===== src/rtl/rv_fetch_pkg.sv =====
// Shared RV32IC fetch-side definitions: widths, the halfword type and the
// compressed-length test used by the align buffer.
package rv_fetch_pkg;

   localparam int          XLEN          = 32;
   localparam int          HW_W          = 16;
   localparam int          QUEUE_DEPTH   = 3;
   localparam logic [1:0]  RVC_QUAD_FULL = 2'b11;

   typedef logic [HW_W-1:0] halfword_t;
   typedef logic [1:0]      hw_count_t;

   // Any quadrant other than 11 marks a 16-bit instruction.
   function automatic logic is_rvc(input halfword_t hw);
      return hw[1:0] != RVC_QUAD_FULL;
   endfunction

endpackage


===== src/rtl/fetch_align_buffer_if.sv =====
// Fetch-word input, redirect and aligned-instruction output of the align buffer.
// master = surrounding fetch logic, slave = the align buffer itself.
interface fetch_align_buffer_if;
   import rv_fetch_pkg::*;

   logic            flush;
   logic [XLEN-1:0] flush_pc;
   logic [XLEN-1:0] fetch_addr;
   logic            in_valid;
   logic [XLEN-1:0] in_word;
   logic            in_ready;
   logic            out_valid;
   logic            out_ready;
   logic [XLEN-1:0] out_instr;
   logic [XLEN-1:0] out_pc;
   logic            out_compressed;

   modport master (
      output flush, flush_pc, in_valid, in_word, out_ready,
      input  fetch_addr, in_ready, out_valid, out_instr, out_pc, out_compressed
   );

   modport slave (
      input  flush, flush_pc, in_valid, in_word, out_ready,
      output fetch_addr, in_ready, out_valid, out_instr, out_pc, out_compressed
   );

endinterface


===== src/rtl/rvc_len_detect.sv =====
// Length decode of the oldest queued halfword: 1 = 16-bit (RVC) instruction.
module rvc_len_detect
   import rv_fetch_pkg::*;
(
   input  halfword_t hw,
   output logic      compressed
);

   assign compressed = is_rvc(hw);

endmodule


===== src/rtl/fetch_align_buffer.sv =====
// Re-aligns word-aligned fetch data into whole RV32IC instructions on halfword
// boundaries, carrying the straddling halfword of a 32-bit instruction.
module fetch_align_buffer
   import rv_fetch_pkg::*;
#(
   parameter logic [XLEN-1:0] RESET_PC = 32'h0000_0000
) (
   input  logic                 clk,
   input  logic                 rst,
   fetch_align_buffer_if.slave  bus
);

   halfword_t       hw_q    [QUEUE_DEPTH];
   halfword_t       hw_next [QUEUE_DEPTH];
   hw_count_t       count_q;
   hw_count_t       count_next;
   logic [XLEN-1:0] fetch_addr_q;
   logic [XLEN-1:0] pc_q;
   logic            skip_hi_q;

   logic            compressed;
   logic            accept;
   logic            consume;
   hw_count_t       n_cons;
   hw_count_t       n_add;
   hw_count_t       remain;

   rvc_len_detect u_len (
      .hw         (hw_q[0]),
      .compressed (compressed)
   );

   assign bus.out_valid = !bus.flush && ((count_q >= 2'd1 && compressed) || count_q >= 2'd2);
   assign bus.in_ready  = !bus.flush && count_q <= 2'd1;
   assign accept        = bus.in_valid && bus.in_ready;
   assign consume       = bus.out_valid && bus.out_ready;

   // Gating on out_valid keeps the data outputs at zero while the queue is empty.
   assign bus.out_compressed = bus.out_valid && compressed;
   assign bus.out_instr      = !bus.out_valid ? '0
                             : compressed     ? {16'h0000, hw_q[0]}
                             :                  {hw_q[1], hw_q[0]};
   assign bus.out_pc         = pc_q;
   assign bus.fetch_addr     = fetch_addr_q;

   // Dequeue first, then append the new halfwords behind what remains.
   always_comb begin
      // NOTE: every combinational output gets a default first so no latch is inferred.
      hw_next = hw_q;
      n_cons  = 2'd0;
      n_add   = 2'd0;
      if (consume) n_cons = compressed ? 2'd1 : 2'd2;
      remain = count_q - n_cons;

      case (n_cons)
         2'd1: begin
            hw_next[0] = hw_q[1];
            hw_next[1] = hw_q[2];
         end
         2'd2:    hw_next[0] = hw_q[2];
         default: ;
      endcase

      if (accept) begin
         if (skip_hi_q) begin
            hw_next[remain] = bus.in_word[31:16];
            n_add           = 2'd1;
         end else begin
            hw_next[remain]        = bus.in_word[15:0];
            hw_next[remain + 2'd1] = bus.in_word[31:16];
            n_add                  = 2'd2;
         end
      end

      count_next = remain + n_add;
   end

   always_ff @(posedge clk or posedge rst) begin
      // NOTE: sequential state uses non-blocking assignments only.
      if (rst) begin
         count_q      <= 2'd0;
         fetch_addr_q <= {RESET_PC[XLEN-1:2], 2'b00};
         pc_q         <= {RESET_PC[XLEN-1:1], 1'b0};
         skip_hi_q    <= RESET_PC[1];
      end else if (bus.flush) begin
         count_q      <= 2'd0;
         fetch_addr_q <= {bus.flush_pc[XLEN-1:2], 2'b00};
         pc_q         <= {bus.flush_pc[XLEN-1:1], 1'b0};
         skip_hi_q    <= bus.flush_pc[1];
      end else begin
         count_q <= count_next;
         if (accept) begin
            fetch_addr_q <= fetch_addr_q + 32'd4;
            skip_hi_q    <= 1'b0;
         end
         if (consume) pc_q <= pc_q + (compressed ? 32'd2 : 32'd4);
      end
   end

   // NOTE: the halfword storage is not reset; count_q alone says which entries are live.
   always_ff @(posedge clk) begin
      hw_q <= hw_next;
   end

   // Bit 0 of a redirect target is meaningless for halfword-aligned PCs.
   logic unused_flush_pc0;
   assign unused_flush_pc0 = bus.flush_pc[0];

endmodule


===== src/flat_wrapper.sv =====
// flat-port wrapper written by rule: the top's interface ports become plain ports
module fetch_align_buffer_flat import rv_fetch_pkg::*;
#(
   parameter logic [XLEN-1:0] RESET_PC = 32'h0000_0000
)
  (clk, rst, bus_flush, bus_flush_pc, bus_in_valid, bus_in_word, bus_out_ready, bus_fetch_addr, bus_in_ready, bus_out_valid, bus_out_instr, bus_out_pc, bus_out_compressed);
  fetch_align_buffer_if bus_i ();
  input  logic clk;
  input  logic rst;
  input wire logic [$bits(bus_i.flush)-1:0] bus_flush;
  input wire logic [$bits(bus_i.flush_pc)-1:0] bus_flush_pc;
  input wire logic [$bits(bus_i.in_valid)-1:0] bus_in_valid;
  input wire logic [$bits(bus_i.in_word)-1:0] bus_in_word;
  input wire logic [$bits(bus_i.out_ready)-1:0] bus_out_ready;
  output wire logic [$bits(bus_i.fetch_addr)-1:0] bus_fetch_addr;
  output wire logic [$bits(bus_i.in_ready)-1:0] bus_in_ready;
  output wire logic [$bits(bus_i.out_valid)-1:0] bus_out_valid;
  output wire logic [$bits(bus_i.out_instr)-1:0] bus_out_instr;
  output wire logic [$bits(bus_i.out_pc)-1:0] bus_out_pc;
  output wire logic [$bits(bus_i.out_compressed)-1:0] bus_out_compressed;
  assign bus_i.flush = bus_flush;
  assign bus_i.flush_pc = bus_flush_pc;
  assign bus_i.in_valid = bus_in_valid;
  assign bus_i.in_word = bus_in_word;
  assign bus_i.out_ready = bus_out_ready;
  assign bus_fetch_addr = bus_i.fetch_addr;
  assign bus_in_ready = bus_i.in_ready;
  assign bus_out_valid = bus_i.out_valid;
  assign bus_out_instr = bus_i.out_instr;
  assign bus_out_pc = bus_i.out_pc;
  assign bus_out_compressed = bus_i.out_compressed;
  fetch_align_buffer #(.RESET_PC(RESET_PC)) u_core (.clk(clk), .rst(rst), .bus(bus_i));
endmodule

===== config.mk =====
export PLATFORM = sky130hd
export DESIGN_NAME = fetch_align_buffer_flat
export DESIGN_NICKNAME = d
export VERILOG_FILES = /design/src/rtl/rv_fetch_pkg.sv /design/src/rtl/fetch_align_buffer_if.sv /design/src/rtl/rvc_len_detect.sv /design/src/rtl/fetch_align_buffer.sv /design/src/flat_wrapper.sv
export SDC_FILE = /design/constraint.sdc
export NUM_CORES = 1
export LEC_CHECK = 0
export ABC_CLOCK_PERIOD_IN_PS = 4600
export BUFFER_PORTS_ARGS = -buffer_cell sky130_fd_sc_hd__buf_2
export CORE_ASPECT_RATIO = 1.75
export CORE_MARGIN = 1
export CORE_UTILIZATION = 50
export CTS_BUF_LIST = sky130_fd_sc_hd__clkbuf_16
export DETAILED_ROUTE_END_ITERATION = 10
export GPL_ROUTABILITY_DRIVEN = 0
export GPL_TIMING_DRIVEN = 0
export PLACE_DENSITY = 0.75
export SLEW_MARGIN = 10
export SYNTH_ARGS = -nofsm -noshare
export SYNTH_HDL_FRONTEND = slang
export SYNTH_SLANG_ARGS = --single-unit

===== constraint.sdc =====
create_clock -name clk -period 4.6 [get_ports clk]
set_clock_uncertainty 0.15 [all_clocks]
set_input_delay 0.46 -clock clk [delete_from_list [all_inputs] [get_ports clk]]
set_output_delay 0.46 -clock clk [all_outputs]
set_load 0.005 [all_outputs]

# Word-level counts from Yosys, hierarchy flattened
# Index checks and enable logic that the tools add are counted.
# classes
addsub	5
reduce_logical	12
magnitude_cmp	7
n_bitwise	2
n_eq_ne	3
mux	25
# op_table
operator	count
$mux W32	6
$bwmux W48	3
$mux W48	2
$demux W16 S2	2
$mux W16	3
$add A32 B3 Y32 const B	1
$add A32 B32 Y32	1
$pmux W16 S2	1
$mux W2	5
$logic_and A1 B1 Y1	8
$ge A3 B3 Y1 const B	2
$lt A3 B1 Y1 const B	2
$not A2 Y3	2
$reduce_bool A2 Y1	2
$mux W3	1
$add A2 B1 Y2 const B	1
$add A2 B2 Y2	1
$eq A2 B1 Y1 const B	1
$eq A2 B2 Y1 const B	1
$ge A2 B1 Y1 const B	1
$ge A2 B2 Y1 const B	1
$le A2 B1 Y1 const B	1
$mux W1	2
$ne A2 B2 Y1 const B	1
other kinds (3)	3
# totals
input_bits	69
elab_cells	61
reg_bits	115
out_inout_bits	99

# Logic depth before layout (Yosys ltp)
# Gate-level depths: netlist (run 1).
# depth
word_depth	16
ltp_mapped	14
depth_no_buf	8

# By module
# From an unflattened synthesis (run 1), not the netlist that was laid out.
# unflattened
hier_cells	763
hier_area_um2	6974.2
# by_module_without_submodules
mod	seq_area_each_um2	cells_per_inst	n_inst	area_each_um2
fetch_align_buffer	2722.6	762	1	6970.4
rvc_len_detect	0.0	1	1	3.8

# Least setup slack after synthesis (run 1)
# OpenSTA, ideal clock, no wires.
# synth_timing
path_kind	reg-to-reg
start	register u_core.count_q[0]
end	register u_core.hw_q[0] (netlist name) (enable)
period_less_slack_ps	4148
arrival_time_ps	3604
setup_time_ps	394
path_slack_ps	452
path_stages_with_launch	13
path_buffers	7
required_ps	4056
path_cell_list	dfrtp_1 > or2_1 > buf_2 > and3_1 > clkbuf_1 > buf_6 > buf_2 > ha_1 > buf_4 > buf_1 > nand2_1 > buf_2 > a21oi_1
# synth_between
elab_chain_cells	3
# synth_lines
item	line_no	rtl
start: declaration	fetch_align_buffer.sv:15	hw_count_t count_q;
start signal: assignment	fetch_align_buffer.sv:91	count_q <= count_next;
$le A2 B1 Y1	fetch_align_buffer.sv:34	assign bus.in_ready = !bus.flush && count_q <= 2'd1;
$logic_and A1 B1 Y1	fetch_align_buffer.sv:34	
$logic_and A1 B1 Y1	fetch_align_buffer.sv:35	assign accept = bus.in_valid && bus.in_ready;
end signal: assignment	fetch_align_buffer.sv:102	hw_q <= hw_next;
end: declaration	fetch_align_buffer.sv:13	halfword_t hw_q [QUEUE_DEPTH];
# No other way between the ends.
# A chain may end at the register's enable or synchronous reset.

==> run summary, run 1 <==
synth unique cells -> 72
core area -> 0.01384 mm^2
Congestion Overflow GR -> 0
crit path launch type -> flop
Num CTS Buffers -> 9
first-pass GRT wire length -> 35.00 mm
DR WL/cell -> 20.15 um
initial antenna violation count -> 0
post-route insts no fill -> 1,117
fmax -> 228.7 MHz
Die Outline Area -> 0.01468 mm^2
total track usage -> 0.3081
Clock power frac -> 0.208
Clock Latency Late Sink -> 350 ps
Resized cells post-CTS -> 0
I/O Pins -> 168
fin crit share -> 0.9505
Synth area leaders -> dfrtp_1 (23%), dfxtp_1 (9.0%), edfxtp_1 (6.8%), mux2_2 (5.4%), mux2i_1 (5.1%)
Cell Area, Synth -> 0.007089 mm^2
# diodes -> 0
Slew @ Worst Pin -> 1019 ps
endpoint class of the critical path -> flop
GR peak layer -> met2
maximum vdd drop -> 0.0002158 V
number of global-route vias before repair -> 6,752
post-layout min period -> 4372 ps
Via Count -> 6,939
sequential area share after synthesis -> 0.3840
Max FO, Critical Path -> 19
CP required -> 4680 ps
multi-input logic area -> 0.004039 mm^2
post-synth top area share -> 0.2259
placement row count -> 57
Clock Sinks -> 112
switching power total -> 1.382 mW
hold crit path type -> primary input to flop
Max clock buf depth -> 2
met1 GRT Util -> 0.3325
clk slew on worst S/H paths -> 80 ps
Yosys warning count -> 0
dpl cells -> 1,101
hpwl dp -> 17.25 mm
M2 GR Usage -> 0.5594
placed cell area -> 0.008179 mm^2
Critical Path AT -> 4450 ps
final-report hold violation count -> 0
H-tree Lvls -> 3
Horiz. Die Dim -> 92.01 um
largest net degree at the start of global routing -> 45
RSZ-0062 raised after global routing -> no
ys flop type -> dfrtp_1
die height -> 159.5 um
Area growth syn-to-layout -> 19.26%
syn_area_per_cell -> 9.365 um^2
Fillers -> 1,248
NumNets Final -> 1,010
status -> finished clean
Initial Util -> 0.5124
routed wire length -> 22.51 mm
IO Port Bufs -> 163
relative slew slack -> 0.3164
ANT nets after route -> 0
Remaining DRCs -> 0
Hold Slack -> 189.5 ps
Post-synth ARST share -> 0.5714
share of layout cells above drive strength 1 -> 0.2734
most common cell in the netlist -> nand2_1
CTS tree -> done
leakage power -> 3.713 nW
area taken by flip-flops and latches -> 0.002723 mm^2
Post-synth top cells -> nand2_1 (68), dfrtp_1 (64), nor2_1 (42), mux2i_1 (36), mux2_2 (34)
Vias per Instance -> 6.212
pre-CTS setup slack -> -103.9 ps
synthesized flop and latch total -> 112
Power Dens Cells -> 428.7 mW/mm^2
EDFF count, synth -> 16
routing usage on met3 -> 0.04680
switch share -> 0.3813
root buf cell -> clkbuf_16
final core utilization -> 0.6111
Starting DRT DRC Count -> 428
sequential share of power -> 0.403
synthesized instance count -> 757
max cap viols -> 0
Comb pwr share -> 0.388
fin area -> 0.008454 mm^2
final worst slack -> 227.8 ps
Setup violations, final -> 0
First-pass DRT Iterations -> 6
Slew Viols, Final -> 0
Synth area leader -> dfrtp_1
internal power -> 2.243 mW
Crit Path Class -> flop to flop
-- layer usage --
| metal | up-vias | part of all wire |
|---|---|---|
| met2 | 334 | 0.53 |
| met3 | 91 | 0.063 |
| met1 | 3309 | 0.35 |
| met5 | - | 0 |
| li1 | 3205 | - |
| met4 | 0 | 0.053 |
-- cell families after synthesis --
group,after synthesis,share of synthesized area
flip-flops,112,0.3840
adder cells (fa/ha/maj),6,0.01165
other,1,0.0005290
AO/OA/AOI/OAI,194,0.1915
buffers and inverters,70,0.04783
XOR/XNOR,41,0.05065
multiplexers,70,0.1048
AND/OR/NAND/NOR,263,0.2090
-- worst max-delay path, cell delays in order (launching register included) --
cell and delay (ps):
dfrtp_1 410, or2_1 230, buf_2 160, and3_1 180, clkbuf_1 220, buf_6 210, buf_2 210, ha_1 360
buf_4 340, nor2b_1 110, o21ai_1 800, a21oi_1 240, buf_2 300, a22oi_1 190, o21ai_0 110
-- per-stage QoR --
| step | power [mW] | TNS (ps) |
|---|---|---|
| floorplan | 2.383 | 0 |
| global placement | 2.829 | -14860 |
| detailed placement | 2.860 | -926.8 |
| CTS | 3.609 | 0 |
| global route | 3.819 | 0 |
| finish | 3.625 | 0 |
-- sequential cells by signal, summed over array words and instances (netlist names) --
| name | count |
|---|---|
| u_core.hw_q | 48 |
| u_core.bus.out_pc | 31 |
| u_core.bus.fetch_addr | 30 |
| u_core.count_q | 2 |
| u_core.skip_hi_q | 1 |
-- final timing paths --
| kind | start | endpoint | slack, ps | depth (start not counted) |
|---|---|---|---|---|
| max in group asynchronous | rst | u_core.bus.out_pc[1] | 3320 | 4 |
| setup reg to reg | u_core.count_q[0] | u_core.hw_q[32] | 230 | 14 |
| hold reg to reg | u_core.bus.fetch_addr[16] | u_core.bus.fetch_addr[16] | 420 | 1 |
| setup / recovery | u_core.count_q[0] | u_core.hw_q[32] | 230 | 14 |
| hold / removal | bus_flush_pc[30] | u_core.bus.out_pc[30] | 190 | 3 |
| min in group asynchronous | rst | u_core.bus.out_pc[24] | 450 | 3 |
-- power groups by stage --
| stage | Clock, mW | Sequential, mW | Combinational (mW) |
|---|---|---|---|
| 2_1_floorplan | 0 | 1.41 | 0.973 |
| 3_3_place_gp | 0 | 1.47 | 1.35 |
| 3_5_place_dp | 0 | 1.48 | 1.38 |
| 4_1_cts | 0.761 | 1.45 | 1.39 |
| 5_1_grt | 0.793 | 1.49 | 1.54 |
| 6_report | 0.755 | 1.46 | 1.41 |
-- cell usage in the layout (no fill, tap or decap), types with 25 or more instances in the layout --
| master | count |
|---|---|
| mux2i_1 | 36 |
| a21oi_1 | 28 |
| dfxtp_1 | 32 |
| dfrtp_1 | 64 |
| xnor2_1 | 31 |
| nand2_1 | 68 |
| mux2_2 | 34 |
| and3_1 | 25 |
| buf_2 | 179 |
| o21ai_0 | 31 |
| nor2_1 | 42 |
-- repair_timing --
item,4_1_cts,5_1_grt
hold buffers,1,0
buffers inserted,0,0
hold endpoints to repair,20,0
endpoints found under the setup margin,9,0
-- final cells by class --
class | count | area share
Multi-Input combinational cell | 577 | 0.4777
Sequential cell | 112 | 0.3220
Timing Repair Buffer | 166 | 0.1023
Buffer | 52 | 0.03211
Clock buffer | 9 | 0.02664
Tap cell | 177 | 0.02620
Inverter | 17 | 0.007844
Clock inverter | 7 | 0.005180
Note: power is estimated with default switching activity, not from simulation.
==> inputs of run 2 (changes only) <==
CORE_ASPECT_RATIO = 0.5   (was 1.75)
==> run summary, run 2 (same netlist as run 1, synthesis figures left out) <==
First-pass DRT Iterations -> 5 (-1)
Crit path buffers/inverters -> 7 (+1)
maximum vdd drop -> 0.0002159 V (about the same)
RSZ-0062 raised after global routing -> no
commonest non-fill, non-tap cell in the layout -> buf_2
max cap viols -> 0 (unchanged)
most frequent cells in the layout -> buf_2 (179), nand2_1 (68), dfrtp_1 (64)
hpwl dp -> 16.39 mm (-5.0%)
Power Dens Cells -> 437.7 mW/mm^2 (+2.1%)
number of global-route vias before repair -> 6,656 (-1.4%)
worst r2r src -> u_core.count_q[0]
Crit Path Class -> flop to flop
Vias per Instance -> 6.155 (-0.91%)
H-tree Lvls -> 3 (unchanged)
DRT met1 WL -> 9.954 mm (+26%)
CP required -> 4520 ps (-160 ps)
CTS tree -> done
total track usage -> 0.3144 (+0.006308)
r2r endpoint -> u_core.hw_q[6]
hold path endpoint -> u_core.bus.out_pc[19]
Critical Path AT -> 4230 ps (-220 ps)
setup bufs post-CTS -> 0 (unchanged)
Starting DRT DRC Count -> 761 (+78%)
critical path depth in cells -> 14 (unchanged)
internal power -> 2.288 mW (+2.0%)
metal3 WL -> 1.812 mm (+27%)
CP top delay family -> buffers and inverters
routed wire length -> 22.87 mm (+1.6%)
relative slew slack -> 0.3564 (+0.04000)
fmax -> 232.0 MHz (+1.4%)
Most common cell on crit path -> buf_2
first-pass GRT wire length -> 35.29 mm (+0.83%)
Num CTS Buffers -> 9 (unchanged)
sequential share of power -> 0.390 (-0.013)
Initial Util -> 0.5174 (+0.005054)
Via Count -> 6,968 (+0.42%)
Setup violations, final -> 0 (unchanged)
Clock power frac -> 0.223 (+0.015)
share of layout cells above drive strength 1 -> 0.2734 (unchanged)
final-report hold violation count -> 0 (unchanged)
largest net degree at the start of global routing -> 53 (+18%)
Die Outline Area -> 0.01469 mm^2 (about the same)
core area -> 0.01370 mm^2 (-0.98%)
IO Port Bufs -> 163 (unchanged)
Worst Reg-to-Reg Cells -> 14 (unchanged)
NumNets Final -> 1,010 (unchanged)
switch share -> 0.3862 (+0.004909)
switching power total -> 1.439 mW (+4.2%)
I/O Pins -> 168 (unchanged)
met2 WL -> 10.61 mm (-11%)
Remaining DRCs -> 0 (unchanged)
Hold Path Cell Cnt -> 3 (unchanged)
placement row count -> 30 (-47%)
Slew Viols, Final -> 0 (unchanged)
post-layout min period -> 4311 ps (-61.32 ps)
Largest Register -> u_core.hw_q
Congestion Overflow GR -> 0 (unchanged)
hold crit path type -> primary input to flop
root buf cell -> clkbuf_16
Clock Sinks -> 112 (unchanged)
flop2flop setup slack -> 290 ps (+60 ps)
Resized cells post-CTS -> 0 (unchanged)
Slew @ Worst Pin -> 956.6 ps (-61.99 ps)
endpoint class of the critical path -> flop
worst hold start -> bus_flush_pc[19]
max reg flops -> 48 (unchanged)
fin area -> 0.008516 mm^2 (+0.73%)
fin crit share -> 0.9371 (-0.01333)
status -> finished clean
Area growth syn-to-layout -> 20.12%
clk slew on worst S/H paths -> 80 ps (about the same)
top layer in use -> met4
DR WL/cell -> 20.21 um (+0.28%)
# diodes -> 0 (unchanged)
initial antenna violation count -> 0 (unchanged)
leakage power -> 3.723 nW (+0.27%)
die height -> 86.20 um (-46%)
CP Cell Sequence -> or2_1 > buf_2 > and3_1 > clkbuf_1 > buf_6 > buf_2 > ha_1 > buf_2 > or3_1 > nand2_2 > nand2_1 > buf_2 > a21oi_2 > buf_8
placed cell area -> 0.008202 mm^2 (+0.28%)
final core utilization -> 0.6216 (+0.01050)
Max clock buf depth -> 2 (unchanged)
slowest CP cell -> a21oi_2
crit path launch type -> flop
Max FO, Critical Path -> 11 (-8)
Comb pwr share -> 0.387 (about the same)
Crit path largest cell delay -> 440 ps (-360 ps)
Clock Latency Late Sink -> 370 ps (+20 ps)
ANT nets after route -> 0 (unchanged)
Horiz. Die Dim -> 170.4 um (+85%)
-- run 2: worst max-delay path by stage --
stage	start	end	slack [ps]
3_3_place_gp	bus_flush	u_core.hw_q[4]	-1040
3_5_place_dp	bus_flush	u_core.hw_q[4]	-100
2_1_floorplan	u_core.count_q[0]	u_core.hw_q[0]	450
5_1_grt	u_core.count_q[1]	u_core.hw_q[4]	170
4_1_cts	u_core.count_q[0]	u_core.hw_q[4]	360
6_report	u_core.count_q[0]	u_core.hw_q[6]	290
-- run 2: layout make-up --
type                       count  area, um^2
clock inverter                 6       57.56
inverter                      17       66.31
clock buffer                  10       250.2
timing repair buffer         166       868.3
multi-input combinational    577        4039
buffer                        52       271.5
tap                          192       240.2
sequential                   112        2723
fill                        1185        5185
-- run 2: per-layer routing --
metal	track usage	vias up
met3	0.06301	48
li1	-	3200
met2	0.5168	346
met4	0.1114	0
met1	0.4163	3374
met5	0	-
-- run 2: worst min-delay path, stage by stage --
cell and delay (ps):
buf_2 70, nand2_1 70, nand2_1 60
-- run 2: power by group through the flow --
stage	combinational, mW	sequential (mW)	clock (mW)
2_1_floorplan	0.973	1.41	0
3_3_place_gp	1.36	1.45	0
3_5_place_dp	1.40	1.47	0
4_1_cts	1.41	1.45	0.826
5_1_grt	1.56	1.48	0.870
6_report	1.44	1.45	0.831
-- run 2: repair_timing --
action	CTS	global route
endpoints found under the hold margin	12	0
endpoints found under the setup margin	11	0
hold buffers	1	0
-- run 2: per-stage QoR --
stage	setup TNS, ps	hold WS [ps]	std cells	setup slack [ps]	total power, mW
final	0	169.7	1132	289.2	3.727
after global routing	0	179.1	1132	170.6	3.912
after CTS	0	173.2	1132	361.8	3.686
after detailed placement	-1138	242.1	1116	-103.8	2.872
after global placement	-16700	381.0	1114	-1044	2.813
after floorplan	0	382.1	759	451.5	2.383
==> inputs of run 3 (changes only) <==
BUFFER_PORTS_ARGS = -buffer_cell sky130_fd_sc_hd__buf_4   (was -buffer_cell sky130_fd_sc_hd__buf_2)
CTS_CLUSTER_DIAMETER = 150   (was unset)
==> run summary, run 3 (same netlist as run 1, synthesis figures left out) <==
Comb pwr share -> 0.398 (+0.011)
crit path launch type -> flop
max cap viols -> 0 (unchanged)
NumNets Final -> 1,010 (unchanged)
# diodes -> 0 (unchanged)
first-pass GRT wire length -> 35.46 mm (+0.47%)
Via Count -> 7,015 (+0.67%)
total track usage -> 0.3148 (+0.0003901)
switch share -> 0.3787 (-0.007506)
Horiz. Die Dim -> 170.4 um (unchanged)
CP top delay family -> buffers and inverters
Power Dens Cells -> 424.6 mW/mm^2 (-3.0%)
hold crit path type -> primary input to flop
sequential share of power -> 0.385 (-0.005)
Remaining DRCs -> 0 (unchanged)
Resized cells post-CTS -> 0 (unchanged)
First-pass DRT Iterations -> 5 (unchanged)
Slew Viols, Final -> 0 (unchanged)
number of global-route vias before repair -> 6,697 (+0.62%)
DR WL/cell -> 20.05 um (-0.75%)
CP required -> 4520 ps (about the same)
ANT nets after route -> 0 (unchanged)
max reg flops -> 48 (unchanged)
setup bufs post-CTS -> 0 (unchanged)
Clock Latency Late Sink -> 370 ps (about the same)
Starting DRT DRC Count -> 732 (-3.8%)
status -> finished clean
final-report hold violation count -> 0 (unchanged)
largest net degree at the start of global routing -> 40 (-25%)
core area -> 0.01370 mm^2 (unchanged)
internal power -> 2.350 mW (+2.7%)
Crit path largest cell delay -> 540 ps (+100 ps)
root buf cell -> clkbuf_16
fin crit share -> 0.9608 (+0.02368)
share of layout cells above drive strength 1 -> 0.2734 (unchanged)
Congestion Overflow GR -> 0 (unchanged)
die height -> 86.20 um (unchanged)
leakage power -> 3.824 nW (+2.7%)
initial antenna violation count -> 0 (unchanged)
CTS tree -> done
commonest non-fill, non-tap cell in the layout -> buf_4
CP Cell Sequence -> or2_1 > buf_2 > and3_1 > clkbuf_1 > buf_6 > buf_2 > ha_1 > buf_2 > or3_1 > nand2_2 > nand2_1 > buf_2 > a21oi_2 > buf_6
slowest CP cell -> a21oi_2
routed wire length -> 22.70 mm (-0.75%)
RSZ-0062 raised after global routing -> no
Clock Sinks -> 112 (unchanged)
Vias per Instance -> 6.197 (+0.67%)
final core utilization -> 0.6503 (+0.02877)
IO Port Bufs -> 163 (unchanged)
final worst slack -> 180.3 ps (-108.9 ps)
pre-CTS setup slack -> -256.6 ps (-152.8 ps)
Num CTS Buffers -> 9 (unchanged)
Slew @ Worst Pin -> 967.0 ps (+10.34 ps)
Area growth syn-to-layout -> 25.68%
Crit path buffers/inverters -> 7 (unchanged)
Max FO, Critical Path -> 10 (-1)
Largest Register -> u_core.hw_q
relative slew slack -> 0.3494 (-0.006954)
Die Outline Area -> 0.01469 mm^2 (unchanged)
placement row count -> 30 (unchanged)
post-layout min period -> 4420 ps (+108.9 ps)
Critical Path AT -> 4340 ps (+110 ps)
fmax -> 226.3 MHz (-2.5%)
endpoint class of the critical path -> flop
hpwl dp -> 16.32 mm (-0.41%)
Max clock buf depth -> 2 (unchanged)
Initial Util -> 0.5174 (unchanged)
most frequent cells in the layout -> buf_4 (170), nand2_1 (68), dfrtp_1 (64)
Most common cell on crit path -> buf_2
clk slew on worst S/H paths -> 90 ps (about the same)
Crit Path Class -> flop to flop
Setup violations, final -> 0 (unchanged)
H-tree Lvls -> 3 (unchanged)
Clock power frac -> 0.217 (-0.006)
maximum vdd drop -> 0.0002075 V (-3.9%)
I/O Pins -> 168 (unchanged)
switching power total -> 1.432 mW (-0.48%)
run 3: worst paths after layout:
check                                               start                   endpoint  slack, ps  depth (start not counted)
worst max register to register          u_core.count_q[0]             u_core.hw_q[2]        180                         14
max in group asynchronous                             rst      u_core.bus.out_pc[29]       3290                          4
min in group asynchronous                             rst       u_core.bus.out_pc[7]        470                          3
worst min-delay path                     bus_flush_pc[19]      u_core.bus.out_pc[19]        160                          3
worst max-delay path                    u_core.count_q[0]             u_core.hw_q[2]        180                         14
worst min register to register  u_core.bus.fetch_addr[31]  u_core.bus.fetch_addr[31]        430                          1
run 3: tightest hold or removal path, cell delays in order:
cell,delay (ps)
buf_4,70
nand2_1,60
nand2_1,60
run 3: final cells by class:
cell class,instances,area (um^2)
tap,192,240.2
clock buffer,10,250.2
buffer,52,271.5
timing repair buffer,166,1265
sequential,112,2723
fill,1194,4791
multi-input combinational,577,4039
inverter,17,66.31
clock inverter,6,55.05
run 3: power groups by stage:
stage	Clock, mW	Sequential (mW)	Combinational [mW]
after detailed placement	0	1.47	1.47
final	0.820	1.46	1.51
after CTS	0.826	1.45	1.48
after global placement	0	1.46	1.43
after global routing	0.860	1.48	1.64
after floorplan	0	1.41	0.973
run 3: per-stage QoR:
stage	setup TNS [ps]	hold slack, ps	cells	cell area, um^2	total power, mW
global placement	-17450	390.1	1114	8561	2.890
detailed placement	-2717	317.5	1116	8598	2.937
finish	0	162.4	1132	8910	3.783
floorplan	0	382.1	759	7097	2.383
global route	0	175.3	1132	8910	3.980
CTS	0	161.2	1132	8910	3.750
run 3: routing by layer:
metal	share of wire	wire [um]	global-route usage
met4	0.019	431	0.09337
met1	0.43	9785	0.4252
met2	0.46	10550	0.5190
met3	0.085	1938	0.05845
met5	0	0	0
run 3: repair_timing:
action / in CTS / in global routing
hold buffers: 1 / 0
hold endpoints to repair: 25 / 0
endpoints found under the setup margin: 16 / 0
